<file path="src/rtl/usb_tx_encoder.sv">
// usb_tx_encoder: serialises packet bytes into NRZI-encoded, bit-stuffed USB line states with SYNC and EOP framing.
module usb_tx_encoder #(
  parameter int BIT_CLKS = 8
) (
  input  logic       clk,
  input  logic       rst,
  input  logic [7:0] tx_data,
  input  logic       tx_valid,
  input  logic       tx_last,
  output logic       tx_ready,
  output logic       d_plus,
  output logic       d_minus,
  output logic       tx_active,
  output logic       tx_done,
  output logic       tx_err
);
  localparam int CW = BIT_CLKS > 1 ? $clog2(BIT_CLKS) : 1;
  typedef enum logic [2:0] {IDLE, SYNC, DATA, STUFF, EOP_SE0, EOP_J} state_t;
  state_t state, state_n;
  logic [CW-1:0] cnt, cnt_n;
  logic [2:0] bidx, bidx_n, ones, ones_n, nb;
  logic [7:0] data, data_n;
  logic [1:0] line, line_n;
  logic last, last_n, end_bit, bnd, eop, drive, bit_v;
  assign {d_plus, d_minus} = line;
  assign tx_active = state != IDLE;
  assign tx_ready = bnd;
  assign tx_err = bnd && !tx_valid;
  assign tx_done = state == EOP_J && end_bit;
  always_ff @(posedge clk or posedge rst)
    if (rst) begin
      state <= IDLE;
      cnt   <= '0;
      bidx  <= '0;
      ones  <= '0;
      data  <= '0;
      last  <= 1'b0;
      line  <= 2'b10;
    end else begin
      state <= state_n;
      cnt   <= cnt_n;
      bidx  <= bidx_n;
      ones  <= ones_n;
      data  <= data_n;
      last  <= last_n;
      line  <= line_n;
    end
  // bidx doubles as the SE0 period counter during EOP_SE0
  always_comb begin
    end_bit = cnt == CW'(BIT_CLKS - 1);
    nb = bidx + 3'd1;
    state_n = state;
    cnt_n = end_bit ? '0 : cnt + 1'b1;
    bidx_n = bidx;
    ones_n = ones;
    data_n = data;
    last_n = last;
    line_n = line;
    bnd = 1'b0;
    eop = 1'b0;
    drive = 1'b0;
    bit_v = 1'b1;
    case (state)
      IDLE: begin
        cnt_n = '0;
        if (tx_valid) begin
          state_n = SYNC;
          bidx_n = '0;
          drive = 1'b1;
          bit_v = 1'b0;
        end
      end
      SYNC: if (end_bit) begin
        if (bidx == 3'd7) bnd = 1'b1;
        else begin
          bidx_n = nb;
          drive = 1'b1;
          bit_v = nb == 3'd7;
        end
      end
      DATA: if (end_bit) begin
        if (ones == 3'd6) begin
          state_n = STUFF;
          drive = 1'b1;
          bit_v = 1'b0;
        end else if (bidx == 3'd7) begin
          bnd = !last;
          eop = last;
        end else begin
          bidx_n = nb;
          drive = 1'b1;
          bit_v = data[nb];
        end
      end
      STUFF: if (end_bit) begin
        if (bidx == 3'd7) begin
          bnd = !last;
          eop = last;
        end else begin
          state_n = DATA;
          bidx_n = nb;
          drive = 1'b1;
          bit_v = data[nb];
        end
      end
      EOP_SE0: if (end_bit) begin
        bidx_n = nb;
        if (bidx[0]) begin
          state_n = EOP_J;
          line_n = 2'b10;
        end
      end
      EOP_J: if (end_bit) state_n = IDLE;
      default: state_n = IDLE;
    endcase
    if (bnd) begin
      if (tx_valid) begin
        state_n = DATA;
        bidx_n = '0;
        data_n = tx_data;
        last_n = tx_last;
        drive = 1'b1;
        bit_v = tx_data[0];
      end else eop = 1'b1;
    end
    if (eop) begin
      state_n = EOP_SE0;
      bidx_n = '0;
      line_n = 2'b00;
    end
    if (drive) begin
      ones_n = bit_v ? ones + 3'd1 : 3'd0;
      line_n = bit_v ? line : ~line;
    end
  end
endmodule

</file>
<file path="config.mk">
export PLATFORM = sky130hd
export DESIGN_NAME = usb_tx_encoder
export DESIGN_NICKNAME = d
export VERILOG_FILES = /design/src/rtl/usb_tx_encoder.sv
export SDC_FILE = /design/constraint.sdc
export NUM_CORES = 1
export LEC_CHECK = 0
export BUFFER_PORTS_ARGS = -buffer_cell sky130_fd_sc_hd__buf_4
export CORE_MARGIN = 1.5
export CORE_UTILIZATION = 30
export DETAILED_ROUTE_END_ITERATION = 16
export GPL_TIMING_DRIVEN = 0
export PLACE_DENSITY = 0.47
export SLEW_MARGIN = 20
export SYNTH_ARGS = -nofsm -noshare
export SYNTH_HDL_FRONTEND = slang
export SYNTH_SLANG_ARGS = --single-unit
</file>
<file path="constraint.sdc">
create_clock -name clk -period 3.2 [get_ports clk]
set_clock_uncertainty 0.2 [all_clocks]
set_input_delay 0.32 -clock clk [delete_from_list [all_inputs] [get_ports clk]]
set_output_delay 0.32 -clock clk [all_outputs]
set_load 0.02 [all_outputs]
</file>
Word-level counts from Yosys, hierarchy flattened
Index checks and enable logic that the tools add are counted.
{ "word_totals": {"ff_bits": 23, "input_bits": 12} }
{ "op_classes": {"n_reduce_logical": 12, "addsub": 3, "mux": 65, "bitwise": 1, "n_lt_le_gt_ge": 1, "eq_ne": 10} }
{ "op_table": {"columns": ["operator", "count"], "rows": [
  ["$mux W3", 23],
  ["$mux W1", 29],
  ["$eq A3 B3 Y1 const B", 6],
  ["$pmux W3 S6", 1],
  ["$mux W2", 6],
  ["$pmux W3 S4", 1],
  ["$reduce_bool A3 Y1", 4],
  ["$add A3 B1 Y3 const B", 3],
  ["$eq A3 B2 Y1 const B", 2],
  ["$pmux W1 S3", 2],
  ["$lt A3 B4 Y1 const B", 1],
  ["$pmux W1 S4", 1],
  ["$reduce_and A4 Y1", 1],
  ["$bmux W1 S3", 1],
  ["$eq A3 B1 Y1 const B", 1],
  ["$logic_not A3 Y1", 1],
  ["$logic_and A1 B1 Y1", 2],
  ["$logic_not A1 Y1", 2],
  ["$ne A2 B2 Y1 const B", 1],
  ["$not A2 Y2", 1],
  ["$pmux W1 S2", 1],
  ["$reduce_and A2 Y1", 1],
  ["$reduce_or A2 Y1", 1]
]} }

Depth between registers and ports, before layout
{ "logic_depth": {"depth_word": 11, "depth_mapped": 9, "depth_no_buf": 9} }

Least setup slack after synthesis
No wires, ideal clock.
{ "synth_path": {"path_kind": "flip-flop to flip-flop", "from": "reg bidx[0]", "to": "reg ones[0]", "setup_time_ns": 0.118, "path_stages_with_launch": 10, "path_slack_ns": 0.706, "required_ns": 2.882, "t_arrival_ns": 2.176, "n_path_buf": 0, "path_cell_list": "dfrtp_1 ha_1 inv_1 ha_1 mux4_2 mux2_4 o21ai_2 o2bb2ai_4 nor3_2 a21o_1"} }
{ "synth_via": {"elab_chain_cells": 10, "elab_cells_between_ends": 29} }
{ "synth_lines": {"columns": ["element", "line", "text"], "rows": [
  ["start, declared", "21", "logic [2:0] bidx, bidx_n, ones, ones_n, nb;"],
  ["start signal, assigned", "42", "bidx <= bidx_n;"],
  ["$add A3 B1 Y3", "51", "nb = bidx + 3'd1;"],
  ["$bmux W1 S3", "92, 103", null],
  ["$mux W1 (implied by the code)", "92, 103", null],
  ["$mux W1", "86, 96", null],
  ["$mux W1", "82", "if (ones == 3'd6) begin"],
  ["$mux W1", "81", "DATA: if (end_bit) begin"],
  ["$pmux W1 S4", "63", "case (state)"],
  ["$mux W1", "117", "if (tx_valid) begin"],
  ["$mux W1", "116", "if (bnd) begin"],
  ["$mux W3", "132", "ones_n = bit_v ? ones + 3'd1 : 3'd0;"],
  ["end signal, assigned", "43", "ones <= ones_n;"],
  ["end, declared", "21", null]
]} }
Several ways; a longest one is shown, not always the timed one. The select of a mux whose other input is x is not followed.
A chain may end at the register's enable or synchronous reset.

Final worst setup path
Ends and elaborated chain as after synthesis.

==> results.txt <==
----------------------------------------------------
[STA]
  Setup Total Neg Slack ... 0 ns
  Max-slew violation count ... 0
  Upper clock frequency limit ... 379.9 MHz
  Minimum clock period ... 2.632 ns
  Pin slew with the least headroom to its limit ... 0.8948 ns
  Fin crit share ... 82.26%
  Normalized max-slew margin ... 40.28%
  Final hold slack ... 0.03895 ns
  Number of failing setup endpoints in the final timing report ... 0
  Final Hold Vio Count ... 0
  RSZ-0062 raised after global routing ... false

[CTS]
  Buffers from clock root to sink, at most ... 2
  Number of buffers inserted for hold repair after clock tree synthesis ... 0
  Clock tree root driver cell ... sky130_fd_sc_hd__clkbuf_8
  Number of CTS-inserted buffers ... 3
  Clock slew at reported path FFs ... 0.08 ns
  Post-CTS sizing ... 0
  Max H-tree Level ... 1
  Source-to-sink clock delay at the later pin of the worst-skew pair ... 0.26 ns
  Sink count of the clock tree ... 23
  Post CTS Setup Buffer Count ... 0
  Clock tree from TritonCTS ... done

[Worst setup path]
  Worst setup slack for register-to-register paths ... 0.57 ns
  Cell with the most instances on the worst path ... sky130_fd_sc_hd__ha_1
  Crit Path Category ... reg -> reg
  Required arrival time at the worst endpoint ... 3.17 ns
  Cell chain of the critical path ... ha_1, inv_1, ha_1, mux4_2, mux2_4, o21ai_2, o2bb2ai_4, nor3_2, a21o_1
  Worst-path cell with the longest stage delay ... sky130_fd_sc_hd__mux4_2
  Maximum fanout along the worst path ... 6
  Type of element launching the critical path ... flip-flop
  CP max stage delay ... 0.52 ns
  Arrival @ worst endpoint ... 2.60 ns
  Critical Path Sink Type ... flip-flop

[Floorplan]
  Starting Density ... 31.59%
  Number of core rows ... 24
  DIE WIDTH ... 70.95 um
  Die height ... 70.95 um
  Total Die Area ... 0.005033 mm^2
  Top-level I/O count ... 18
  Core Area ... 0.004384 mm^2

[Global routing]
  Antenna violations before repair ... 0
  Vias in the first global route ... 1083
  Wire length of the first global-routing pass ... 5.050 mm
  Total routing usage reported by global routing ... 12.59%
  Gr ovfl total ... 0
  Pin count of the biggest net entering global routing ... 24

[Finish]
  Growth of design area from synthesis to finish ... 17.16%
  Share of layout cells above drive strength 1 ... 25.32%
  Fin cells ... 206
  Final-stage net count ... 175
  Antenna diode count ... 0
  Final design utilization ... 37.01%

[Power and ir drop]
  Leakage component of the power ... 0.7543 nW
  Worst vdd rail ir drop ... 0.2849 mV
  Total power of the final layout ... 0.001288 W
  Pwr per Cell Area ... 793.4 mW/mm^2

[Routing]
  Vias after detailed routing ... 1061
  Antenna Nets Post-Route ... 0
  DRC violation count after routing ... 0
  Average wire per standard cell ... 13.78 um
  Number of DRC markers in iteration 0 ... 53
  Routed vias/inst ... 5.150
  Top Layer Used ... met4
  Detailed route wirelength on metal2 ... 1.437 mm
  Met3 wire length ... 89 um
  Detailed-router iteration count before antenna repair ... 4
  Aggregate routed wire length ... 2.838 mm
  Wire length on met1 ... 1.276 mm

[Logic synthesis]
  Number of storage elements in the synthesis netlist ... 23
  Warnings from Yosys ... 0
  Syn Inst Count ... 133
  Library cells used by synthesis ... 46
  Sequential-to-total area share from yosys stat ... 41.64%
  Main synth FF type ... sky130_fd_sc_hd__dfrtp_1
  Mean post-synth cell area ... 10.41 um^2
  Number of enable-type register cells in the synthesized netlist ... 0
  Asr flop ratio synth ... 100.0%
  Combined area of all synthesized cells ... 0.001385 mm^2
  Post-synthesis net count ... 153

[Hold path]
  Class of the tightest hold or removal check ... in -> async

[Job]
  Count of maximum capacitance violations ... 0

[Placed design]
  Number of port buffers ... 17
  HPWL Detailed ... 2.221 mm
  Post-placement cell count ... 202
  Final estimated routing congestion in global placement ... 0.8987

[Outcome]
  Outcome ... complete, no violations

----------------------------------------------------
[layer usage]
metal | global-route usage [%] | vias up
met4 | 4.612 | 0
li1 | - | 520
met2 | 21.29 | 25
met3 | 1.852 | 4
met5 | 0 | -
met1 | 16.38 | 512
[power breakdown]
part	internal, W	total, W	switching (W)
Sequential	0.000399	0.000475	0.0000766
Combinational	0.000311	0.000630	0.000319
Clock	0.0000889	0.000182	0.0000931
Total	0.000799	0.00129	0.000489
[final timing paths]
kind / to / startpoint / depth (start not counted)
max: ones[0] / bidx[0] / 9
min: data[4] / rst / 2
max reg2reg: ones[0] / bidx[0] / 9
min reg2reg: cnt[0] / cnt[0] / 1
max in group asynchronous: bidx[0] / rst / 2
min in group clk: data[4] / tx_data[4] / 2
[cell families after synthesis]
kind of cell / after synthesis / synth area share [%]
AO/OA/AOI/OAI: 31 / 16.98
buffers and inverters: 18 / 6.413
multiplexers: 13 / 12.37
adder cells (fa/ha/maj): 8 / 7.227
AND/OR/NAND/NOR: 40 / 15.36
flip-flops: 23 / 41.64
[layout make-up]
| class | instances | area [um^2] |
|---|---|---|
| Multi-Input combinational cell | 92 | 719.4 |
| Buffer | 6 | 43.79 |
| Timing Repair Buffer | 17 | 127.6 |
| Sequential cell | 23 | 576.8 |
| Fill cell | 449 | 2761 |
| Inverter | 12 | 45.04 |
| Clock buffer | 4 | 45.04 |
| Tap cell | 52 | 65.06 |
[critical path, delay by kind of cell, from the launching register on]
family / cells / cell delay, ns
compound gates: 3 / 0.51
fa+ha+maj: 2 / 0.51
mux: 2 / 0.79
buf+inv: 1 / 0.04
simple gates: 1 / 0.07
flops: 1 / 0.41
[cells in the mapped netlist, types with 2 or more instances]
cell type,n,share of area (%)
sky130_fd_sc_hd__dfrtp_1,22,40
sky130_fd_sc_hd__inv_1,12,3.3
sky130_fd_sc_hd__nand2_1,10,2.7
sky130_fd_sc_hd__a21oi_1,8,2.9
sky130_fd_sc_hd__ha_1,8,7.2
sky130_fd_sc_hd__nor2_1,7,1.9
sky130_fd_sc_hd__mux2_1,6,4.9
sky130_fd_sc_hd__o21ai_0,4,1.4
sky130_fd_sc_hd__mux2_2,3,2.4
sky130_fd_sc_hd__nand2b_1,3,1.4
sky130_fd_sc_hd__nand3_1,3,1.1
sky130_fd_sc_hd__nor3_1,3,1.1
sky130_fd_sc_hd__a21boi_0,2,1.1
sky130_fd_sc_hd__buf_2,2,0.72
sky130_fd_sc_hd__buf_6,2,1.6
sky130_fd_sc_hd__mux4_2,2,3.3
sky130_fd_sc_hd__nand3b_1,2,1.1
sky130_fd_sc_hd__nand4_1,2,0.90
sky130_fd_sc_hd__nor2b_1,2,0.90
sky130_fd_sc_hd__o21ai_2,2,1.3
sky130_fd_sc_hd__o22ai_1,2,0.90
sky130_fd_sc_hd__o31ai_1,2,1.1
[metrics by stage]
stage / setup slack, ns / instance area [um^2]
after global routing: 0.4030 / 1623
after floorplan: 0.7063 / 1385
after CTS: 0.5269 / 1623
after global placement: 0.5453 / 1578
after detailed placement: 0.5478 / 1578
final: 0.5678 / 1623
[sequential cells by signal (all words and copies together) (netlist names)]
signal and count:
line 2, cnt 3, data 8, ones 3, last 1, state 3, bidx 3
[layout by cell type (no fill, tap or decap), types with 2 or more instances in the layout]
cell	netlist	final
sky130_fd_sc_hd__mux2_1	6	6
sky130_fd_sc_hd__nand3_1	3	3
sky130_fd_sc_hd__clkbuf_1	1	2
sky130_fd_sc_hd__nand2b_1	3	3
sky130_fd_sc_hd__nor2b_1	2	2
sky130_fd_sc_hd__nand4_1	2	2
sky130_fd_sc_hd__o31ai_1	2	2
sky130_fd_sc_hd__nor3_1	3	3
sky130_fd_sc_hd__clkbuf_8	0	3
sky130_fd_sc_hd__o21ai_2	2	2
sky130_fd_sc_hd__nand3b_1	2	2
sky130_fd_sc_hd__mux4_2	2	2
sky130_fd_sc_hd__buf_2	2	2
sky130_fd_sc_hd__buf_6	2	2
sky130_fd_sc_hd__o21ai_0	4	4
sky130_fd_sc_hd__a21oi_1	8	8
sky130_fd_sc_hd__a21boi_0	2	2
sky130_fd_sc_hd__nand2_1	10	10
sky130_fd_sc_hd__ha_1	8	8
sky130_fd_sc_hd__dfrtp_1	22	22
sky130_fd_sc_hd__nor2_1	7	7
sky130_fd_sc_hd__buf_4	1	18
sky130_fd_sc_hd__mux2_2	3	3
sky130_fd_sc_hd__inv_1	12	12
sky130_fd_sc_hd__o22ai_1	2	2
Note: power is estimated with default switching activity, not from simulation.
